===== src/rtl/decode_pkg.sv =====
// rtl/decode_pkg.sv - shared constants, entry layout and pointer sizing for the decode queue
package decode_pkg;

  localparam logic [31:0] NOP_INSTR_DEFAULT = 32'hE1A00000;
  localparam int          ENTRY_WIDTH       = 32;

  typedef struct packed {
    logic [ENTRY_WIDTH-1:0] instr;
    logic [ENTRY_WIDTH-1:0] pcplus8;
  } entry_t;

  // Keeps pointers at least one bit wide even for the smallest legal depth.
  function automatic int ptr_width(input int depth);
    return (depth > 2) ? $clog2(depth) : 1;
  endfunction

endpackage


===== src/rtl/decode_queue_mem.sv =====
// rtl/decode_queue_mem.sv - entry storage: flop array, synchronous write, asynchronous read
module decode_queue_mem #(
  parameter int EW    = 64,
  parameter int DEPTH = 4,
  parameter int PW    = 2
) (
  input  logic          clk,
  input  logic          we,
  input  logic [PW-1:0] waddr,
  input  logic [EW-1:0] wdata,
  input  logic [PW-1:0] raddr,
  output logic [EW-1:0] rdata
);

  logic [EW-1:0] mem [DEPTH];

  always_ff @(posedge clk) begin
    if (we) begin
      mem[waddr] <= wdata;
    end
  end

  assign rdata = mem[raddr];

endmodule


===== src/rtl/decode_queue.sv =====
// rtl/decode_queue.sv - fetch-to-decode instruction FIFO with flush and drop counter
// Define DECODE_QUEUE_BYPASS_EN to forward a fetch straight to decode when the queue is empty.
module decode_queue
  import decode_pkg::*;
#(
  parameter int               WIDTH     = 32,
  parameter int               DEPTH     = 4,
  parameter logic [WIDTH-1:0] NOP_INSTR = WIDTH'(NOP_INSTR_DEFAULT)
) (
  input  logic                       clk,
  input  logic                       reset,
  input  logic                       flush,
  input  logic                       fetch_valid,
  output logic                       fetch_ready,
  input  logic [WIDTH-1:0]           InstrF,
  input  logic [WIDTH-1:0]           PCPlus8F,
  input  logic                       decode_ready,
  output logic                       decode_valid,
  output logic [WIDTH-1:0]           InstrD,
  output logic [WIDTH-1:0]           PCPlus8D,
  output logic [$clog2(DEPTH+1)-1:0] count,
  output logic [7:0]                 flush_drops
);

  localparam int PW = ptr_width(DEPTH);
  localparam int CW = $clog2(DEPTH+1);

  logic [PW-1:0]      head;
  logic [PW-1:0]      tail;
  logic [CW-1:0]      cnt;
  logic [7:0]         drops;
  logic [2*WIDTH-1:0] wr_entry;
  logic [2*WIDTH-1:0] rd_entry;
  logic               push;
  logic               pop;
  logic               store;
  logic               advance;
  logic               bypass;
  logic               held;
  logic [31:0]        drop_sum;

  assign held        = (cnt != '0);
  assign fetch_ready = (cnt < CW'(DEPTH)) & ~flush;
  assign push        = fetch_valid & fetch_ready;
  assign pop         = decode_valid & decode_ready;
  assign wr_entry    = {InstrF, PCPlus8F};

`ifdef DECODE_QUEUE_BYPASS_EN
  assign bypass = ~held & fetch_valid & ~flush;
`else
  assign bypass = 1'b0;
`endif

  always_comb begin
    decode_valid = held;
    InstrD       = NOP_INSTR;
    PCPlus8D     = '0;
    if (bypass) begin
      decode_valid = 1'b1;
      InstrD       = InstrF;
      PCPlus8D     = PCPlus8F;
    end else if (held) begin
      InstrD   = rd_entry[2*WIDTH-1:WIDTH];
      PCPlus8D = rd_entry[WIDTH-1:0];
    end
  end

  // A forwarded instruction that decode takes immediately never occupies a slot.
  assign store   = push & ~(bypass & decode_ready);
  assign advance = pop & ~bypass;

  assign drop_sum = 32'(drops) + 32'(cnt) + 32'(fetch_valid);

  always_ff @(posedge clk or negedge reset) begin
    if (!reset) begin
      head  <= '0;
      tail  <= '0;
      cnt   <= '0;
      drops <= '0;
    end else if (flush) begin
      head  <= '0;
      tail  <= '0;
      cnt   <= '0;
      drops <= (drop_sum > 32'd255) ? 8'hFF : drop_sum[7:0];
    end else begin
      if (store) begin
        tail <= tail + 1'b1;
      end
      if (advance) begin
        head <= head + 1'b1;
      end
      case ({store, advance})
        2'b10:   cnt <= cnt + 1'b1;
        2'b01:   cnt <= cnt - 1'b1;
        default: cnt <= cnt;
      endcase
    end
  end

  decode_queue_mem #(
    .EW    (2*WIDTH),
    .DEPTH (DEPTH),
    .PW    (PW)
  ) u_mem (
    .clk   (clk),
    .we    (store & ~flush),
    .waddr (tail),
    .wdata (wr_entry),
    .raddr (head),
    .rdata (rd_entry)
  );

  assign count       = cnt;
  assign flush_drops = drops;

endmodule


===== config.mk =====
export PLATFORM = sky130hd
export DESIGN_NAME = decode_queue
export DESIGN_NICKNAME = d
export VERILOG_FILES = /design/src/rtl/decode_pkg.sv /design/src/rtl/decode_queue_mem.sv /design/src/rtl/decode_queue.sv
export SDC_FILE = /design/constraint.sdc
export NUM_CORES = 1
export LEC_CHECK = 0
export CAP_MARGIN = 10
export CORE_AREA = 3 3 218 135
export CTS_CLUSTER_SIZE = 14
export DETAILED_ROUTE_END_ITERATION = 12
export DIE_AREA = 0 0 221 138
export DONT_BUFFER_PORTS = 1
export SETUP_SLACK_MARGIN = 0.4
export SLEW_MARGIN = 20
export SYNTH_ARGS = -nofsm -noshare
export SYNTH_HDL_FRONTEND = slang
export SYNTH_SLANG_ARGS = --single-unit

===== constraint.sdc =====
create_clock -name clk -period 3.5 [get_ports clk]
set_clock_uncertainty 0.15 [all_clocks]
set_input_delay 0 -clock clk [delete_from_list [all_inputs] [get_ports clk]]
set_output_delay 0 -clock clk [all_outputs]
set_load 0.02 [all_outputs]

======== After elaboration in Yosys (flattened, before gate mapping) ========
Memory sizes are Yosys's and may differ from the RTL's.
Cells that the tools add are included.
word-level totals
  register bits after elaboration ......... 15
  bits in writable memories ............... 256
  input port bits ......................... 69
  word-level logic and storage cells ...... 35
  memories kept ........................... 1
cells by class
  add/sub/neg operators ................... 6
  magnitude comparators ................... 2
  eq/ne operators ......................... 2
  muxes and demuxes ....................... 11
  bitwise logic cells ..................... 5
  reductions and logical operators ........ 4
memory list
  name       depth  width  rd ports  clocked after Yosys merged registers in  wr ports  line                    RTL
  u_mem.mem  4      64     1         0                                        1         decode_queue_mem.sv:15  logic [EW-1:0] mem [DEPTH];
operator list
  kind                                                             count
  two-way mux 32 bit                                               2
  adder 9 x 1 -> 10 bit                                            1
  greater-than comparator 10 x 8 -> 1 bit (second input constant)  1
  adder 8 x 3 -> 9 bit                                             1
  two-way mux 2 bit                                                4
  two-way mux 8 bit                                                1
  case mux 3 bit (2 select lines)                                  1
  nonzero test 3 bit                                               2
  adder 2 x 1 -> 2 bit (second input constant)                     2
  AND 1 bit                                                        4
  nonzero test 2 bit                                               2
  adder 3 x 1 -> 3 bit (second input constant)                     1
  < comparator 3 bit (second input constant)                       1
  two-way mux 3 bit                                                1
  subtractor 3 x 1 -> 3 bit (second input constant)                1
  == test 2 x 1 -> 1 bit (second input constant)                   1
  == test 2 bit (second input constant)                            1
  two-way mux 1 bit                                                2
  inverter 1 bit                                                   1

======== Logic depth before layout (Yosys ltp) ========
Gate-level depths: netlist of run 1.
  depth in word-level cells ............... 6
  gate-level depth with buffers ........... 6
  gate-level depth less buffers ........... 6

======== Cells and area by module ========
Synthesis of run 1 repeated with hierarchy kept, for this count alone.
second synthesis, totals
  cells, all modules ...................... 497
  area, all modules ....................... 10651.5 um2
by module, submodules not included
  module            times used  cells each  area each (um2)  sequential area each (um2)
  decode_queue_mem  1           338         9341.5           7687.4
  decode_queue      1           159         1310.0           375.4

======== Least setup slack after synthesis of run 1 ========
No wires, ideal clock.
  path type ............................... flip-flop to flip-flop
  start point ............................. register cnt[2], in the netlist count[2]
  end point ............................... memory u_mem.mem[0][0], enable pin
  arrival ................................. 2533 ps
  data required time ...................... 2921 ps
  slack ................................... 388 ps
  cell stages (with the launch flop) ...... 4
  buffers on the path ..................... 1
  period minus slack after synthesis ...... 3112 ps
  path through ............................ dfrtp_1 > nor3b_2 > buf_2 > and2_1
between the ends
  cells in the longest elaborated chain, start to end .. 6
ends and longest elaborated chain
  what                                     line                    RTL
  start, declared                          decode_queue.sv:30      logic [CW-1:0] cnt;
  start signal, assigned                   decode_queue.sv:93      2'b10: cnt <= cnt + 1'b1;
  start signal, assigned                   decode_queue.sv:94      2'b01: cnt <= cnt - 1'b1;
  start signal, assigned                   decode_queue.sv:95      default: cnt <= cnt;
  < comparator 3 bit                       decode_queue.sv:43      assign fetch_ready = (cnt < CW'(DEPTH)) & ~flush;
  AND 1 bit                                decode_queue.sv:43
  AND 1 bit                                decode_queue.sv:44      assign push = fetch_valid & fetch_ready;
  AND 1 bit                                decode_queue.sv:106     .we (store & ~flush),
  two-way mux 1 bit                        decode_queue_mem.sv:18  if (we) begin
  two-way mux 1 bit (not written as such)  decode_queue_mem.sv:19  mem[waddr] <= wdata;
  end, declared                            decode_queue_mem.sv:15
No other way between the ends.

======== Final worst setup path of run 1 ========
  start point ............................. register cnt[2], in the netlist count[2]
  end point ............................... register cnt[2], in the netlist count[2]
between the ends
  cells in the longest elaborated chain, start to end .. 6
  elaborated cells between the ends (all ways) .. 12
ends and longest elaborated chain
  what                                                     line                RTL
  < comparator 3 bit                                       decode_queue.sv:43
  AND 1 bit                                                decode_queue.sv:43
  AND 1 bit                                                decode_queue.sv:44
  == test 2 x 1 -> 1 bit or == test 2 bit (tied branches)  decode_queue.sv:92  case ({store, advance})
  case mux 3 bit (2 select lines)                          decode_queue.sv:92
  two-way mux 3 bit                                        decode_queue.sv:80  end else if (flush) begin
Parallel ways exist; a longest one is shown, timed or not.
A chain may end at the register's enable or synchronous reset.

==> metrics.yaml, run 1 <==
drt-total-wl_mm: 21.6
yosysWarningCount: 0
remaining_drcs: 0
fin_tns_setup_ns: 0
drtAntennaViolNets: 0
worst_setup_path_end_kind: "flip-flop"
max-vdd-ir-drop_uv: 314
worstHoldPathCells: 1
hpwlAfterDp_mm: 13.2
finalCritPeriodShare_pct: 81.6
synth-edff-count: 256
worst_setup_path_endpoint: "count[2]"
timing.final.hold_violations: 0
timing.rr.start: "count[2]"
clock_insertion_delay_worst_skew_ns: 0.53
largest_net_degree_at_the_start_of_global_routing: 66
yosys.cell_count.top_type: "sky130_fd_sc_hd__edfxtp_1"
die_h_um: 138
final_area_um2: 12700
maxSlewViolCount: 0
placed_cell_area_um2: 11100
crit_start: "count[2]"
setup_repair_after_global_routing_missed_its_margin: "false"
power.density_nw_per_um2: 601
gr-usage-all-layers_pct: 14.2
synth_fp_nets: 584
viasPerCell: 5.16
holdCritPathClass: "in -> reg"
gr-total-overflow: 0
max_slew_margin_pct: 33.6
first_iter_violations: 340
clock_path_buffers: 3
run_status: "completed"
power.static_leakage_nw: 4.06
routedWlPerCell_um: 22.1
max_cap_viol_count: 0
via_count_of_the_first_global_routing_pass: 5399
post-synth-top-area-fraction_pct: 72.1
cts-htree-levels: 1
fill_cells: 2316
grt_pass1_wl_mm: 33.8
dieArea_um2: 30500
timing.critical_path.from_type: "flip-flop"
worstReg2RegEnd: "count[2]"
netlist-cell-type-count: 43
netlist_area_um2: 10700
r2r.worst_path.cells: 6
dp_worst_setup_slack_ns: 0.759
postSynthRegisterBits: 271
fp.dieW_um: 221
pin_count: 146
cts_made_buffers: 26
max_freq_mhz: 350
arrival_ns: 3.08
synth.largest_area_cell: "sky130_fd_sc_hd__edfxtp_1"
yosys-top-cells-count: "256 x sky130_fd_sc_hd__edfxtp_1, 64 x sky130_fd_sc_hd__mux4_2, 63 x sky130_fd_sc_hd__and2_1, 15 x sky130_fd_sc_hd__dfrtp_1, 9 x sky130_fd_sc_hd__inv_1"
clock-root-buffer: "sky130_fd_sc_hd__clkbuf_16"
synth.top_cells.by_area: "sky130_fd_sc_hd__edfxtp_1 72%, sky130_fd_sc_hd__mux4_2 14%, sky130_fd_sc_hd__and2_1 3.7%"
clk_transition_reported_paths_ns: 0.06
clock_tree_from_tritoncts: "done"
first_pass_iteration_count_of_the_detailed_router: 4
largest_fanout_of_any_net_on_the_critical_path: 12
syn_area_per_cell_um2: 21.1
design.core.area_um2: 27400
final_layout_net_count: 668
synthToLayoutAreaGrowth_pct: 18.9
yosysSeqAreaShare_pct: 75.6
antenna_found_initial: 2
timing.reg2reg.setup_slack_ns: 0.64
clock_sinks: 271
drive_above_1_share_pct: 19.0
synthesized_netlist_cell_count: 506
synth_top_flop_cell: "sky130_fd_sc_hd__edfxtp_1"
placementRows: 47
initial_utilization_pct: 38.9
gp_routability_congestion: 0.849
final.setup.worst_slack_ns: 0.644
io_buffers: 0
finalSetupViolCount: 0
worst-endpoint-required_ns: 3.73
max_slew.worst_pin.slew_ns: 0.996
critPathKind: "reg -> reg"
async_reset_ff_share_pct: 5.54
min_period_ns: 2.86
dr_total_vias: 5048
==> sequential cells by signal (all words and copies together) (netlist names) <==
name,count
tail,2
flush_drops,8
count,3
head,2
u_mem.mem,256
==> critical path, cell delays in order (launching register included) <==
cell	delay, ns
sky130_fd_sc_hd__dfrtp_1	0.59
sky130_fd_sc_hd__nor3b_2	0.67
sky130_fd_sc_hd__nor2_1	0.15
sky130_fd_sc_hd__fa_1	0.42
sky130_fd_sc_hd__nand3_1	0.09
sky130_fd_sc_hd__dlygate4sd3_1	0.55
sky130_fd_sc_hd__a31oi_1	0.08
==> where the power goes <==
| part | internal [mW] | switching, mW |
|---|---|---|
| registers | 3.71 | 0.178 |
| logic | 0.398 | 0.567 |
| clock network | 1.62 | 1.14 |
==> worst min-delay path by stage <==
stage | end | slack, ns | start
2_1_floorplan | count[0] | -0.45 | reset
3_3_place_gp | flush_drops[6] | -0.45 | reset
3_5_place_dp | flush_drops[7] | -0.45 | reset
4_1_cts | u_mem.mem[2][52] | 0.009 | InstrF[20]
5_1_grt | u_mem.mem[2][52] | 0.02 | InstrF[20]
6_report | u_mem.mem[2][52] | 0.04 | InstrF[20]
==> per-layer routing <==
layer	vias up	track usage [%]	wire (um)
met5	-	0	13
met4	2	3.25	470
met3	34	3.69	1480
met2	184	22.4	10200
met1	2617	20.2	9410
li1	2211	-	-
==> cell usage in the layout (no fill, tap or decap), types with 3 or more instances in the layout <==
| master | netlist | layout |
|---|---|---|
| sky130_fd_sc_hd__a21oi_1 | 3 | 3 |
| sky130_fd_sc_hd__and2_1 | 63 | 59 |
| sky130_fd_sc_hd__and2_4 | 0 | 4 |
| sky130_fd_sc_hd__buf_12 | 0 | 5 |
| sky130_fd_sc_hd__buf_4 | 2 | 3 |
| sky130_fd_sc_hd__bufinv_16 | 0 | 3 |
| sky130_fd_sc_hd__clkbuf_1 | 6 | 4 |
| sky130_fd_sc_hd__clkbuf_16 | 0 | 27 |
| sky130_fd_sc_hd__clkinv_1 | 0 | 10 |
| sky130_fd_sc_hd__clkinv_2 | 0 | 3 |
| sky130_fd_sc_hd__dfrtp_1 | 15 | 13 |
| sky130_fd_sc_hd__dlygate4sd3_1 | 0 | 71 |
| sky130_fd_sc_hd__edfxtp_1 | 256 | 256 |
| sky130_fd_sc_hd__fa_1 | 3 | 3 |
| sky130_fd_sc_hd__ha_1 | 6 | 6 |
| sky130_fd_sc_hd__inv_1 | 9 | 9 |
| sky130_fd_sc_hd__mux2i_1 | 4 | 4 |
| sky130_fd_sc_hd__mux4_2 | 64 | 64 |
| sky130_fd_sc_hd__nand2_1 | 6 | 6 |
| sky130_fd_sc_hd__nand3_1 | 5 | 5 |
| sky130_fd_sc_hd__nor2_1 | 6 | 6 |
| sky130_fd_sc_hd__o21ai_0 | 5 | 5 |
| sky130_fd_sc_hd__or2_1 | 6 | 6 |
| sky130_fd_sc_hd__xnor2_1 | 4 | 4 |
==> through the flow <==
step	instances	total power, mW	utilization, %	hold slack [ns]
6_report	978	7.62	46.3	0.0357
5_1_grt	978	7.97	46.3	0.0192
4_1_cts	977	7.73	46.3	0.00880
3_5_place_dp	858	4.84	40.6	-0.445
3_3_place_gp	858	4.81	40.6	-0.445
2_1_floorplan	506	4.63	-	-0.446
==> kinds of logic (layout without fill, tap and decap cells) <==
logic type               count (synthesis)  in the layout  synth area share [%]
adder cells (fa/ha/maj)                  9              9                  1.27
AO/OA/AOI/OAI                           22             22                  1.48
multiplexers                            68             68                  13.9
XOR/XNOR                                 6              6                 0.493
AND/OR/NAND/NOR                         97             97                  5.58
flip-flops                             271            271                  75.6
buffers and inverters                   33            137                  1.69
other                                    0              1                     0
==> what timing repair did <==
action / 4_1_cts / 5_1_grt
setup endpoints to repair: 0 / 0
setup buffers: 0 / 0
hold buffers: 71 / 0
resized for setup: 0 / 0
hold endpoints to repair: 341 / 0
==> final cells by class <==
cell class | instances | area, um2 | area share [%]
antenna | 1 | 2.50 | 0.0197
clock buffer | 31 | 691 | 5.45
clock inverter | 17 | 151 | 1.19
inverter | 10 | 37.5 | 0.296
multi-input combinational | 202 | 2430 | 19.2
sequential | 271 | 8070 | 63.7
tap | 367 | 459 | 3.62
timing repair buffer | 79 | 833 | 6.57
Note: power is estimated with default switching activity, not from simulation.
==> run 2: changes to the inputs <==
clock period = 2.7 ns   (was 3.5 ns; I/O delays follow)
==> metrics.yaml, run 2 (same netlist as run 1, synthesis figures left out) <==
timing.reg2reg.setup_slack_ns: 0.46  # -0.18 ns
commonest_cells_after_routing_fill_and_taps_aside: "256 x sky130_fd_sc_hd__edfxtp_1, 72 x sky130_fd_sc_hd__dlygate4sd3_1, 64 x sky130_fd_sc_hd__mux4_2"
arrival_ns: 2.11  # -0.97 ns
crit_slowest_cell: "sky130_fd_sc_hd__mux4_2"
max-vdd-ir-drop_uv: 687  # +120%
worstHoldPathCells: 1  # unchanged
clock_path_buffers: 3  # unchanged
cts_made_buffers: 26  # unchanged
final_layout_net_count: 689  # +3.1%
first_pass_iteration_count_of_the_detailed_router: 5  # +1
finalCritPeriodShare_pct: 83.9
design.core.area_um2: 27400  # unchanged
clock-root-buffer: "sky130_fd_sc_hd__clkbuf_16"
path_buf_inv: 3  # +2
gr-usage-all-layers_pct: 14.9  # +0.64 points
critical_path.top_delay_family: "multiplexers"
max_slew.worst_pin.slew_ns: 0.827  # -0.169 ns
placed_cell_area_um2: 11300  # +1.2%
via_count_of_the_first_global_routing_pass: 5594  # +3.6%
routedWlPerCell_um: 23.0  # +4.3%
die_h_um: 138  # unchanged
first_iter_violations: 455  # +34%
worstReg2RegEnd: "flush_drops[7]"
final_area_um2: 13100  # +3.2%
viasPerCell: 5.22  # +1.1%
max_cap_viol_count: 0  # unchanged
crit_chain: "buf_12 > buf_12 > clkbuf_16 > mux4_2 > and2_4"
gp_routability_congestion: 0.753  # -11%
clock_tree_from_tritoncts: "done"
hpwlAfterDp_mm: 13.7  # +4.3%
fill_cells: 2258  # -2.5%
pin_count: 146  # unchanged
critPathKind: "reg -> out"
timing.critical_path.from_type: "flip-flop"
io_buffers: 0  # unchanged
run_status: "completed"
max_slew_margin_pct: 44.7  # +11 points
maxUsedRoutingLayer: "met5"
maxSlewViolCount: 0  # unchanged
dieArea_um2: 30500  # unchanged
worstHoldStart: "InstrF[24]"
gr-total-overflow: 0  # unchanged
largest-register: "u_mem.mem"
max_freq_mhz: 442
drt-total-wl_mm: 23.0  # +6.6%
hold_path_end: "u_mem.mem[2][56]"
timing.final.hold_violations: 0  # unchanged
r2r.worst_path.cells: 7  # +1
worst_setup_path_end_kind: "output port"
clk_transition_reported_paths_ns: 0.06  # about the same
fin_tns_setup_ns: 0  # unchanged
power.density_nw_per_um2: 753  # +25%
largest_net_degree_at_the_start_of_global_routing: 60  # -9.1%
remaining_drcs: 0  # unchanged
worst-path-stages: 5  # -1
largest_register_ffs: 256  # unchanged
clock_insertion_delay_worst_skew_ns: 0.52  # about the same
synthToLayoutAreaGrowth_pct: 22.7
met1_length_mm: 10.3  # +9.8%
worst-endpoint-required_ns: 2.55  # -1.18 ns
slowest_delay_ns: 0.49  # -0.18 ns
dr_total_vias: 5213  # +3.3%
critPathMostFrequentCell: "sky130_fd_sc_hd__buf_12"
setup_repair_after_global_routing_missed_its_margin: "true"
largest_fanout_of_any_net_on_the_critical_path: 7  # -5
total_length_of_routed_met3_wires_mm: 1.62  # +9.6%
fp.dieW_um: 221  # unchanged
timing.rr.start: "count[0]"
antenna_found_initial: 3  # +1
power.static_leakage_nw: 4.25  # +4.7%
holdCritPathClass: "in -> reg"
min_period_ns: 2.26
tot_pwr_mw: 9.85  # +29%
finalSetupViolCount: 0  # unchanged
clock_sinks: 271  # unchanged
drtAntennaViolNets: 0  # unchanged
final_common_cell: "sky130_fd_sc_hd__edfxtp_1"
placementRows: 47  # unchanged
cts-htree-levels: 1  # unchanged
drive_above_1_share_pct: 26.8  # +7.8 points
routed-wl-met2_mm: 10.6  # +4.1%
initial_utilization_pct: 38.9  # unchanged
grt_pass1_wl_mm: 35.1  # +3.8%
## run 2: changes by cell type in the layout (fill, tap and decap cells not counted), sizes merged
| cell | before | now |
|---|---|---|
| clkbuf | 31 | 38 |
| bufbuf | 0 | 1 |
| dlygate4sd3 | 71 | 72 |
| diode | 1 | 2 |
| buf | 8 | 24 |
| clkinv | 14 | 9 |
| clkinvlp | 0 | 2 |
| bufinv | 3 | 0 |
| dlymetal6s2s | 0 | 1 |
## run 2: worst max-delay path by stage
stage / from / slack (ns) / to
floorplan: count[2] / 0.36 / u_mem.mem[0][0]
global placement: count[2] / 0.34 / count[2]
detailed placement: count[2] / 0.28 / count[2]
CTS: head[0] / 0.34 / PCPlus8D[21]
global route: head[0] / 0.35 / PCPlus8D[20]
finish: head[0] / 0.44 / PCPlus8D[16]
## run 2: through the flow
| step | util (%) | hold slack, ns | cells | setup WS, ns |
|---|---|---|---|---|
| floorplan | - | -0.446 | 506 | 0.358 |
| global placement | 41.1 | -0.445 | 866 | 0.337 |
| detailed placement | 41.1 | -0.445 | 866 | 0.279 |
| CTS | 47.2 | 0.00928 | 994 | 0.342 |
| global route | 47.7 | 0.00963 | 999 | 0.347 |
| finish | 47.7 | 0.0338 | 999 | 0.435 |
## run 2: area by class of cell
cell class / instances / area [um2] / area share, %
Clock inverter: 11 / 52.6 / 0.402
Timing Repair Buffer: 100 / 1220 / 9.32
Multi-Input combinational cell: 202 / 2520 / 19.3
Antenna cell: 2 / 5.00 / 0.0383
Sequential cell: 271 / 8070 / 61.7
Clock buffer: 36 / 709 / 5.42
Tap cell: 367 / 459 / 3.51
Inverter: 10 / 42.5 / 0.325
## run 2: power by group
| group | switching, mW | internal, mW | leakage [nW] |
|---|---|---|---|
| Sequential | 0.186 | 4.81 | 2.50 |
| Combinational | 0.866 | 0.689 | 1.38 |
| Clock | 1.47 | 1.83 | 0.365 |
## run 2: repair_timing
item	in CTS	in global routing
hold buffers	72	0
resized for setup	16	50
endpoints found under the hold margin	313	0
pin swaps	2	2
cloned	2	2
endpoints found under the setup margin	65	66
setup buffers	7	1
## run 2: per-layer routing
| metal | global-route usage, % | up-vias |
|---|---|---|
| li1 | - | 2261 |
| met1 | 20.8 | 2741 |
| met2 | 23.1 | 176 |
| met3 | 5.02 | 33 |
| met4 | 2.91 | 2 |
| met5 | 0 | - |
==> run 3: changes to the inputs <==
clock period = 2.2 ns   (was 2.7 ns; I/O delays follow)
==> metrics.yaml, run 3 (same netlist as run 1, synthesis figures left out) <==
clock_sinks: 271  # unchanged
antenna_found_initial: 2  # -1
final_layout_net_count: 792  # +15%
routedWlPerCell_um: 24.6  # +6.7%
arrival_ns: 2.13  # +0.02 ns
crit_chain: "buf_12 > buf_12 > buf_16 > mux4_2 > and2_4"
finalSetupViolCount: 46  # +46
dr_total_vias: 5714  # +9.6%
cts_made_buffers: 26  # unchanged
fin_cells: 1101  # +10%
initial_utilization_pct: 38.9  # unchanged
cts-htree-levels: 1  # unchanged
via_count_of_the_first_global_routing_pass: 6032  # +7.8%
commonest_cells_after_routing_fill_and_taps_aside: "256 x sky130_fd_sc_hd__edfxtp_1, 71 x sky130_fd_sc_hd__dlygate4sd3_1, 64 x sky130_fd_sc_hd__mux4_2"
hold_path_end: "u_mem.mem[1][57]"
max_slew_margin_pct: 34.5  # -10 points
critPathMostFrequentCell: "sky130_fd_sc_hd__buf_12"
run_status: "finished with violations"
worstHoldPathCells: 1  # unchanged
max-vdd-ir-drop_uv: 573  # -17%
placed_cell_area_um2: 11400  # +1.1%
fp.dieW_um: 221  # unchanged
io_buffers: 0  # unchanged
gr-usage-all-layers_pct: 17.5  # +2.6 points
ff_latch_area_um2: 8080  # about the same
grt_pass1_wl_mm: 40.1  # +14%
gp_routability_congestion: 0.748  # -0.64%
fin_tns_setup_ns: -2.09  # -2.09 ns
fill_cells: 2054  # -9.0%
clock_tree_from_tritoncts: "done"
placed_cells: 873  # +0.81%
path_buf_inv: 3  # unchanged
timing.reg2reg.setup_slack_ns: 0.03  # -0.43 ns
drtAntennaViolNets: 0  # unchanged
worstHoldStart: "InstrF[25]"
max_cap_viol_count: 0  # unchanged
largest-register: "u_mem.mem"
final.setup.worst_slack_ns: -0.0805  # -0.516 ns
timing.final.hold_violations: 0  # unchanged
drive_above_1_share_pct: 44.7  # +18 points
first_pass_iteration_count_of_the_detailed_router: 5  # unchanged
setup_repair_after_global_routing_missed_its_margin: "true"
gr-total-overflow: 0  # unchanged
slowest_delay_ns: 0.51  # +0.02 ns
finalCritPeriodShare_pct: 104
remaining_drcs: 0  # unchanged
min_period_ns: 2.28
pin_count: 146  # unchanged
power.static_leakage_nw: 5.23  # +23%
placementRows: 47  # unchanged
max_freq_mhz: 438
tot_pwr_mw: 13.4  # +36%
timing.critical_path.from_type: "flip-flop"
hpwlAfterDp_mm: 13.5  # -1.7%
holdCritPathClass: "in -> reg"
first_iter_violations: 481  # +5.7%
clock_insertion_delay_worst_skew_ns: 0.54  # +0.02 ns
r2r.worst_path.cells: 5  # -2
largest_net_degree_at_the_start_of_global_routing: 32  # -47%
largest_fanout_of_any_net_on_the_critical_path: 7  # unchanged
crit_slowest_cell: "sky130_fd_sc_hd__dfrtp_4"
clk_transition_reported_paths_ns: 0.06  # about the same
clock_path_buffers: 3  # unchanged
power.density_nw_per_um2: 875  # +16%
maxSlewViolCount: 0  # unchanged
die_h_um: 138  # unchanged
worstReg2RegEnd: "count[1]"
failed_checks: "negative setup slack"
area_of_combinational_cells_with_multiple_inputs_um2: 2720  # +7.6%
max_slew.worst_pin.slew_ns: 0.983  # +0.156 ns
synthToLayoutAreaGrowth_pct: 43.5
critPathKind: "reg -> out"
design.core.area_um2: 27400  # unchanged
final_common_cell: "sky130_fd_sc_hd__edfxtp_1"
viasPerCell: 5.19  # -0.54%
timing.rr.start: "count[2]"
critical_path.top_delay_family: "flip-flops"
largest_register_ffs: 256  # unchanged
clock-root-buffer: "sky130_fd_sc_hd__clkbuf_16"
final_area_um2: 15300  # +17%
worst-endpoint-required_ns: 2.05  # -0.50 ns
crit_start: "head[0]"
dieArea_um2: 30500  # unchanged
worst_setup_path_end_kind: "output port"
drt-total-wl_mm: 27.1  # +18%
final_util_pct: 55.9  # +8.1 points
-- run 3: cell count changes in the layout (fill, tap and decap cells not counted), moves of 7 or more --
cell and delta:
sky130_fd_sc_hd__and2_4 +38, sky130_fd_sc_hd__buf_16 +33, sky130_fd_sc_hd__and2_1 -31, sky130_fd_sc_hd__buf_6 +28, sky130_fd_sc_hd__buf_12 +21, sky130_fd_sc_hd__buf_4 +10, sky130_fd_sc_hd__and2_2 -7
-- run 3: how the worst max path moves through the flow --
stage                     cells after the start           end  slack, ns
after floorplan                               6      count[1]      -0.02
after global placement                        5      count[1]       0.13
after detailed placement                      5      count[1]       0.11
after CTS                                     5  PCPlus8D[28]      -0.09
after global routing                          5  PCPlus8D[23]      -0.14
final                                         5  PCPlus8D[16]      -0.08
-- run 3: final cells by class --
type / count / area share (%)
diodes: 2 / 0.0327
clock buffers: 32 / 4.54
clock inverters: 14 / 1.11
inverters: 10 / 0.351
multi-input cells: 202 / 17.7
flip-flops and latches: 271 / 52.8
well taps: 367 / 3.00
repair buffers: 200 / 20.3
repair inverters: 3 / 0.172
-- run 3: power by group --
part	switching, mW	internal (mW)
clock	1.85	2.70
combinational	1.32	1.39
sequential	0.235	5.90
total	3.40	10.0
-- run 3: repair_timing --
action / in CTS / in global routing
hold buffers: 72 / 0
setup endpoints to repair: 304 / 333
buffers inserted: 63 / 5
gates cloned: 33 / 7
pin swaps: 35 / 16
resized for setup: 192 / 38
hold endpoints to repair: 287 / 0
-- run 3: per-stage QoR --
stage / worst slack (ns) / hold WS, ns
2_1_floorplan: -0.0182 / -0.446
3_3_place_gp: 0.131 / -0.445
3_5_place_dp: 0.106 / -0.445
4_1_cts: -0.0931 / 0.00410
5_1_grt: -0.143 / 0.0171
6_report: -0.0805 / 0.0328
-- run 3: layer usage --
metal	share of wire [%]	routed length [um]	vias up	GRT usage [%]
li1	-	-	2482	-
met5	0	0	-	0
met2	46	12500	224	27.2
met3	6.3	1720	33	4.51
met4	1.4	388	0	3.11
met1	46	12400	2975	25.4
